<file path="src/rtl/uart_tx_mmio.sv">
// uart_tx_mmio: memory-mapped UART transmitter with a TX FIFO.
//   The CPU pushes bytes through TXDATA. They are queued and sent LSB first on tx,
//   as 8N1, or as 8E1 when UART_TX_PARITY_EN is defined.
//
// Ports:
//   clk      system clock, rising edge
//   reset    asynchronous active-high reset
//   sel      decoder hit for this peripheral's window
//   addr     byte offset in the window; addr[3:2] selects the register
//   wdata    CPU store data
//   wenable  CPU store strobe, qualified by sel
//   rdata    combinational read data, 0 when sel=0
//   tx       serial line, idle high, driven from a register
//   tx_idle  1 when the FIFO is empty and the FSM is idle (registered)
//
// Register map (addr[3:2]):
//   0 TXDATA  (W)  push wdata[7:0]; reads 0
//   1 STATUS  (R)  {bit8 parity_en, [7:4] count (sat 15), overflow, empty, full, busy};
//                  any write clears overflow
//   2 BAUDDIV (RW) bit period in clocks; written values < 2 are stored as 2
//   3 reserved
module uart_tx_mmio #(
    parameter int unsigned CLK_HZ     = 25000000,
    parameter int unsigned BAUD       = 115200,
    parameter int unsigned FIFO_DEPTH = 8
) (
    input  logic        clk,
    input  logic        reset,
    input  logic        sel,
    input  logic [3:0]  addr,
    input  logic [31:0] wdata,
    input  logic        wenable,
    output logic [31:0] rdata,
    output logic        tx,
    output logic        tx_idle
);

    localparam int unsigned DEFAULT_DIV = CLK_HZ / BAUD;
    localparam int unsigned PTR_W       = $clog2(FIFO_DEPTH);
    localparam int unsigned CNT_W       = PTR_W + 1;
    localparam int unsigned DIV_W       = 16;
    localparam logic [CNT_W-1:0] DEPTH_C = CNT_W'(FIFO_DEPTH);
`ifdef UART_TX_PARITY_EN
    localparam logic PAR_EN = 1'b1;
`else
    localparam logic PAR_EN = 1'b0;
`endif

    typedef enum logic [2:0] {
        S_IDLE,
        S_START,
        S_DATA,
        S_PARITY,
        S_STOP
    } state_t;

    state_t             state_q, state_d;
    logic [DIV_W-1:0]   cnt_q, cnt_d;
    logic [DIV_W-1:0]   div_q, div_d;
    logic [DIV_W-1:0]   lat_q, lat_d;
    logic [2:0]         bit_q, bit_d;
    logic [7:0]         data_q, data_d;
    logic               tx_q, tx_d;
    logic               ovf_q, ovf_d;
    logic               idle_q, idle_d;
    logic [PTR_W-1:0]   wr_ptr_q, wr_ptr_d;
    logic [PTR_W-1:0]   rd_ptr_q, rd_ptr_d;
    logic [CNT_W-1:0]   count_q, count_d;
    logic [7:0]         mem_q [FIFO_DEPTH];

    logic               wr_txdata_c, wr_status_c, wr_baud_c;
    logic               full_c, empty_c, pop_c, accept_c, load_c;
    logic [3:0]         cnt_sat_c;
    logic [31:0]        status_c;
    logic               unused_c;

    // Register-write decode
    assign wr_txdata_c = sel & wenable & (addr[3:2] == 2'd0);
    assign wr_status_c = sel & wenable & (addr[3:2] == 2'd1);
    assign wr_baud_c   = sel & wenable & (addr[3:2] == 2'd2);

    assign full_c   = (count_q == DEPTH_C);
    assign empty_c  = (count_q == '0);
    // A push into a full FIFO still fits when the FSM pops in the same cycle
    assign accept_c = wr_txdata_c & (~full_c | pop_c);

    assign unused_c = ^{addr[1:0], wdata[31:16]};

    // Next-state and serial output
    always_comb begin
        state_d = state_q;
        cnt_d   = cnt_q;
        bit_d   = bit_q;
        data_d  = data_q;
        lat_d   = lat_q;
        tx_d    = tx_q;
        pop_c   = 1'b0;
        load_c  = 1'b0;

        case (state_q)
            S_IDLE: begin
                if (!empty_c) load_c = 1'b1;
            end
            S_START: begin
                if (cnt_q == '0) begin
                    state_d = S_DATA;
                    bit_d   = 3'd0;
                    cnt_d   = lat_q - 16'd1;
                    tx_d    = data_q[0];
                end else begin
                    cnt_d = cnt_q - 16'd1;
                end
            end
            S_DATA: begin
                if (cnt_q == '0) begin
                    cnt_d = lat_q - 16'd1;
                    if (bit_q == 3'd7) begin
`ifdef UART_TX_PARITY_EN
                        state_d = S_PARITY;
                        tx_d    = ^data_q;
`else
                        state_d = S_STOP;
                        tx_d    = 1'b1;
`endif
                    end else begin
                        bit_d = bit_q + 3'd1;
                        tx_d  = data_q[bit_q + 3'd1];
                    end
                end else begin
                    cnt_d = cnt_q - 16'd1;
                end
            end
`ifdef UART_TX_PARITY_EN
            S_PARITY: begin
                if (cnt_q == '0) begin
                    state_d = S_STOP;
                    cnt_d   = lat_q - 16'd1;
                    tx_d    = 1'b1;
                end else begin
                    cnt_d = cnt_q - 16'd1;
                end
            end
`endif
            S_STOP: begin
                if (cnt_q == '0) begin
                    if (!empty_c) begin
                        load_c = 1'b1;
                    end else begin
                        state_d = S_IDLE;
                    end
                end else begin
                    cnt_d = cnt_q - 16'd1;
                end
            end
            default: begin
                state_d = S_IDLE;
                tx_d    = 1'b1;
            end
        endcase

        // Frame start: pop a byte and latch the bit period for the whole frame
        if (load_c) begin
            pop_c   = 1'b1;
            data_d  = mem_q[rd_ptr_q];
            lat_d   = div_q;
            cnt_d   = div_q - 16'd1;
            state_d = S_START;
            tx_d    = 1'b0;
        end
    end

    // FIFO bookkeeping, overflow flag and BAUDDIV register
    always_comb begin
        wr_ptr_d = wr_ptr_q;
        rd_ptr_d = rd_ptr_q;
        ovf_d    = ovf_q;
        div_d    = div_q;
        if (accept_c) wr_ptr_d = wr_ptr_q + PTR_W'(1);
        if (pop_c)    rd_ptr_d = rd_ptr_q + PTR_W'(1);
        count_d = count_q + CNT_W'(accept_c) - CNT_W'(pop_c);
        if (wr_status_c)
            ovf_d = 1'b0;
        else if (wr_txdata_c && !accept_c)
            ovf_d = 1'b1;
        if (wr_baud_c)
            div_d = (wdata[15:0] < 16'd2) ? 16'd2 : wdata[15:0];
        idle_d = (state_d == S_IDLE) && (count_d == '0);
    end

    // State registers
    always_ff @(posedge clk or posedge reset) begin
        if (reset) begin
            state_q  <= S_IDLE;
            cnt_q    <= '0;
            div_q    <= DIV_W'(DEFAULT_DIV);
            lat_q    <= DIV_W'(DEFAULT_DIV);
            bit_q    <= '0;
            data_q   <= '0;
            tx_q     <= 1'b1;
            ovf_q    <= 1'b0;
            idle_q   <= 1'b1;
            wr_ptr_q <= '0;
            rd_ptr_q <= '0;
            count_q  <= '0;
        end else begin
            state_q  <= state_d;
            cnt_q    <= cnt_d;
            div_q    <= div_d;
            lat_q    <= lat_d;
            bit_q    <= bit_d;
            data_q   <= data_d;
            tx_q     <= tx_d;
            ovf_q    <= ovf_d;
            idle_q   <= idle_d;
            wr_ptr_q <= wr_ptr_d;
            rd_ptr_q <= rd_ptr_d;
            count_q  <= count_d;
        end
    end

    // FIFO storage, no reset needed
    always_ff @(posedge clk) begin
        if (accept_c) mem_q[wr_ptr_q] <= wdata[7:0];
    end

    // STATUS word; count saturates at 15 for deep FIFOs
    always_comb begin
        if (32'(count_q) > 32'd15)
            cnt_sat_c = 4'hF;
        else
            cnt_sat_c = 4'(count_q);
        status_c = {23'd0, PAR_EN, cnt_sat_c, ovf_q, empty_c, full_c, (state_q != S_IDLE)};
    end

    // Combinational read mux
    always_comb begin
        rdata = '0;
        if (sel) begin
            case (addr[3:2])
                2'd1:    rdata = status_c;
                2'd2:    rdata = {16'd0, div_q};
                default: rdata = '0;
            endcase
        end
    end

    assign tx      = tx_q;
    assign tx_idle = idle_q;

endmodule

</file>
<file path="config.mk">
export PLATFORM = sky130hd
export DESIGN_NAME = uart_tx_mmio
export DESIGN_NICKNAME = d
export VERILOG_FILES = /design/src/rtl/uart_tx_mmio.sv
export SDC_FILE = /design/constraint.sdc
export NUM_CORES = 1
export LEC_CHECK = 0
export ABC_AREA = 1
export CAP_MARGIN = 20
export CORE_MARGIN = 4
export CORE_UTILIZATION = 50
export DETAILED_ROUTE_END_ITERATION = 16
export GPL_TIMING_DRIVEN = 0
export PLACE_DENSITY = 0.78
export SLEW_MARGIN = 20
export SYNTH_ARGS = -nofsm -noshare
export SYNTH_HDL_FRONTEND = slang
export SYNTH_SLANG_ARGS = --single-unit
</file>
<file path="constraint.sdc">
create_clock -name clk -period 8 [get_ports clk]
set_input_delay 1.6 -clock clk [delete_from_list [all_inputs] [get_ports clk]]
set_output_delay 1.6 -clock clk [all_outputs]
set_load 0.1 [all_outputs]
</file>
==> reports/results.tsv <==
stage	metric	value	unit
sta	rsz0062_at_grt	false	
sta	max_freq	173	MHz
yosys	yosys_warnings	0	
critical_path	reg2reg_slack	4.72	ns
clock_network	cts_made_buffers	17	
floorplanning	coreArea	0.0145	mm^2
floorplanning	ios	74	
layout	stdcell_area	0.00868	mm^2
sta	finalSetupViolCount	0	
grt	antenna_found_initial	0	
critical_path	crit_path_start_kind	primary input	
sta	period_minus_slack	5.79	ns
floorplanning	rows	44	
critical_path	rr_startpoint	cnt_q[0]	
critical_path	crit_type	in2out	
detailed_routing	drtAntennaViolNets	0	
yosys	netlist_area	0.00741	mm^2
floorplanning	start_util	0.510	
power_and_ir_drop	power_frac_comb	0.384	
detailed_routing	firstDrtPassIters	5	
critical_path	cp_max_fo	10	
sta	drv_slew	0	
yosys	synth_ff_type	edfxtp_1	
yosys	synth_cell_types	40	
sta	finalHoldViolations	0	
clock_network	postCtsHoldBufs	0	
clock_network	cts_tree	done	
power_and_ir_drop	seqPwrFrac	0.361	
grt	grt_pass1_vias	5878	
place	dp_hpwl	13500	um
layout	diodes	0	
status	status	completed	
clock_network	max-clock-path-buffers	2	
yosys	synth_edf_count	64	
yosys	ys_seq_elements	139	
power_and_ir_drop	pwr-share-clk	0.255	
critical_path	r2r_end	tx_idle	
grt	grt_max_degree	58	
sta	fin_worst_skew	0.0110	ns
place	dp.cells	1124	
sta	tns	0	ns
floorplanning	die_h	130	um
sta	worst_slew_pin_slew	0.989	ns
clock_network	postCtsResizedCells	0	
yosys	avgSynthCellArea	8.37	um^2
place	portBuffers	39	
sta	holdWs	0.490	ns
grt	grt_use_total	0.225	
layout	fillers	1290	
detailed_routing	vias	6081	
power_and_ir_drop	peakVddDrop	212	uV
layout	drive_gt1_frac	0.0947	
clock_network	postCtsSetupBuffers	0	
power_and_ir_drop	netSwitchingPower	1.25	mW
flow_run	drv_cap	0	
yosys	yosysMostFrequentCell	nand2_1	
yosys	syn_inst	885	
critical_path	arrival	4.19	ns
hold_path	hold_path_class	reg2reg	
power_and_ir_drop	switching_share	0.420	
detailed_routing	post_drt_via_cell_ratio	5.26	
power_and_ir_drop	power	2.99	mW
clock_network	cts_htree_levels	4	
detailed_routing	drc	0	
detailed_routing	drt-initial-drc-count	460	
yosys	async_flop_share	0.540	
layout	syn_to_final_growth	17.1	%
sta	min_period_over_period	0.724	
critical_path	r2r_cells	16	
clock_network	cts.clk_slew.worst_paths	0.06	ns
place	placed_area	0.00812	mm^2
detailed_routing	wl_per_cell	15.7	um
power_and_ir_drop	internal_power	1.73	mW
grt	grt_pass1_wl	29300	um
critical_path	crit_path_end_kind	primary output	
floorplanning	die_area	0.0168	mm^2
yosys	synth_area_leaders	edfxtp_1 (26%), dfrtp_1 (21%), nand2_1 (11%), o21ai_0 (6.6%), nor2_1 (5.4%)	
grt	grt.overflow.total	0	
power_and_ir_drop	p_per_area	344	mW/mm^2
yosys	synth_commonest_cells	nand2_1 (215), nor2_1 (107), o21ai_0 (98), inv_1 (88), nand3_1 (68)	
critical_path	critPathCapture	rdata[8]	
clock_network	clock_latency	0.43	ns
clock_network	clock-sinks	139	
critical_path	cp-startpoint	addr[2]	
layout	nets	1016	
critical_path	worstPathRequired	6.40	ns
power_and_ir_drop	p_leak	3.77	nW
sta	slew_headroom	0.339	
floorplanning	die-width	130	um
detailed_routing	routed_wl	18100	um
clock_network	cts_root_buf	clkbuf_16	
layout	final_cells	1156	
yosys	yosysTopAreaCell	edfxtp_1	
yosys	yosysTopAreaCellShare	0.259	
yosys	synth.yosys.seq_area_share	0.515	
place	place_congestion	0.902	
## through the flow
| stage | setup WS (ns) | util |
|---|---|---|
| global route | 2.13 | 0.597 |
| detailed placement | 2.25 | 0.559 |
| global placement | 2.24 | 0.556 |
| floorplan | 2.79 | - |
| finish | 2.21 | 0.597 |
| CTS | 2.24 | 0.597 |
## cell usage in the layout (no fill, tap or decap), types with 2 or more instances in the layout
cell type,synthesis,layout
inv_6,0,6
nor4_1,3,3
inv_8,0,2
o21ai_0,98,98
nand2_1,215,215
nor2_2,10,10
dfstp_2,12,12
nand3b_1,4,4
or2_2,2,2
xnor2_1,2,2
nor2_1,107,107
edfxtp_1,64,64
ha_1,16,16
nor3_1,4,4
o21ai_1,5,5
clkbuf_1,17,18
o221ai_1,8,8
buf_4,20,20
conb_1,1,16
dfrtp_1,63,63
o211ai_1,2,2
clkbuf_16,0,17
nand3_1,68,68
inv_2,2,2
o22ai_1,8,8
nand4_1,5,5
clkdlybuf4s50_1,0,39
inv_1,88,87
buf_2,5,5
xor2_1,20,20
nand2_2,5,5
clkinv_1,1,3
a21oi_1,18,18
o31ai_1,2,2
## logic make-up (layout without fill, tap and decap cells)
| group | Yosys count | after routing | share of synthesized area |
|---|---|---|---|
| adders and majority gates | 17 | 17 | 0.0297 |
| DFF | 139 | 139 | 0.515 |
| and+or+nand+nor | 430 | 430 | 0.247 |
| other | 1 | 16 | 0.000506 |
| AOI/OAI and AO/OA | 143 | 143 | 0.104 |
| xor gates and xnor gates | 22 | 22 | 0.0260 |
| buffers and inverters | 133 | 205 | 0.0783 |
## flip-flops by register name (all words and copies together), names as in the netlist
signal and cells:
wr_ptr_q 3, tx 1, ovf_q 1, tx_idle 1
bit_q 3, div_q 16, cnt_sat_c 4, data_q 8
lat_q 16, rd_ptr_q 3, state_q 3, cnt_q 16
mem_q 64
## power groups by stage
stage               Clock [mW]  Combinational (mW)  Sequential (mW)
finish                   0.762                1.15             1.08
global route             0.803                1.30             1.10
CTS                      0.767                1.14             1.08
floorplan                    0               0.836             1.06
global placement             0                1.09             1.08
detailed placement           0                1.13             1.09
## metal layers
metal,share of wire,global-route usage
met5,0,0
met4,0.025,0.0886
met2,0.51,0.390
met3,0.051,0.0475
met1,0.41,0.275
## how the worst min path moves through the flow
| stage | startpoint | endpoint | slack (ns) | cells past startpoint |
|---|---|---|---|---|
| 6_report | data_q[1] | data_q[1] | 0.49 | 2 |
| 5_1_grt | ovf_q | ovf_q | 0.51 | 1 |
| 4_1_cts | data_q[5] | data_q[5] | 0.49 | 2 |
| 3_5_place_dp | data_q[5] | data_q[5] | 0.48 | 2 |
| 3_3_place_gp | data_q[5] | data_q[5] | 0.47 | 2 |
| 2_1_floorplan | data_q[2] | data_q[2] | 0.45 | 2 |
## critical path, cell delays in order
cell	delay, ns
clkdlybuf4s50_1	0.42
inv_1	0.09
ha_1	0.14
buf_2	0.19
nand2_1	0.26
nor2_1	0.29
clkdlybuf4s50_1	1.20
## layout make-up
type                            instances  area (um^2)  share of cell area
Buffer                                 42          239              0.0275
Clock buffer                           18          429              0.0494
Clock inverter                         14          134              0.0154
Inverter                               91          344              0.0396
Multi-Input combinational cell        628         3070               0.354
Sequential cell                       139         3810               0.439
Tap cell                              184          230              0.0265
Timing Repair Buffer                   40          418              0.0481
No activity file was read; power rests on OpenSTA's default activity.
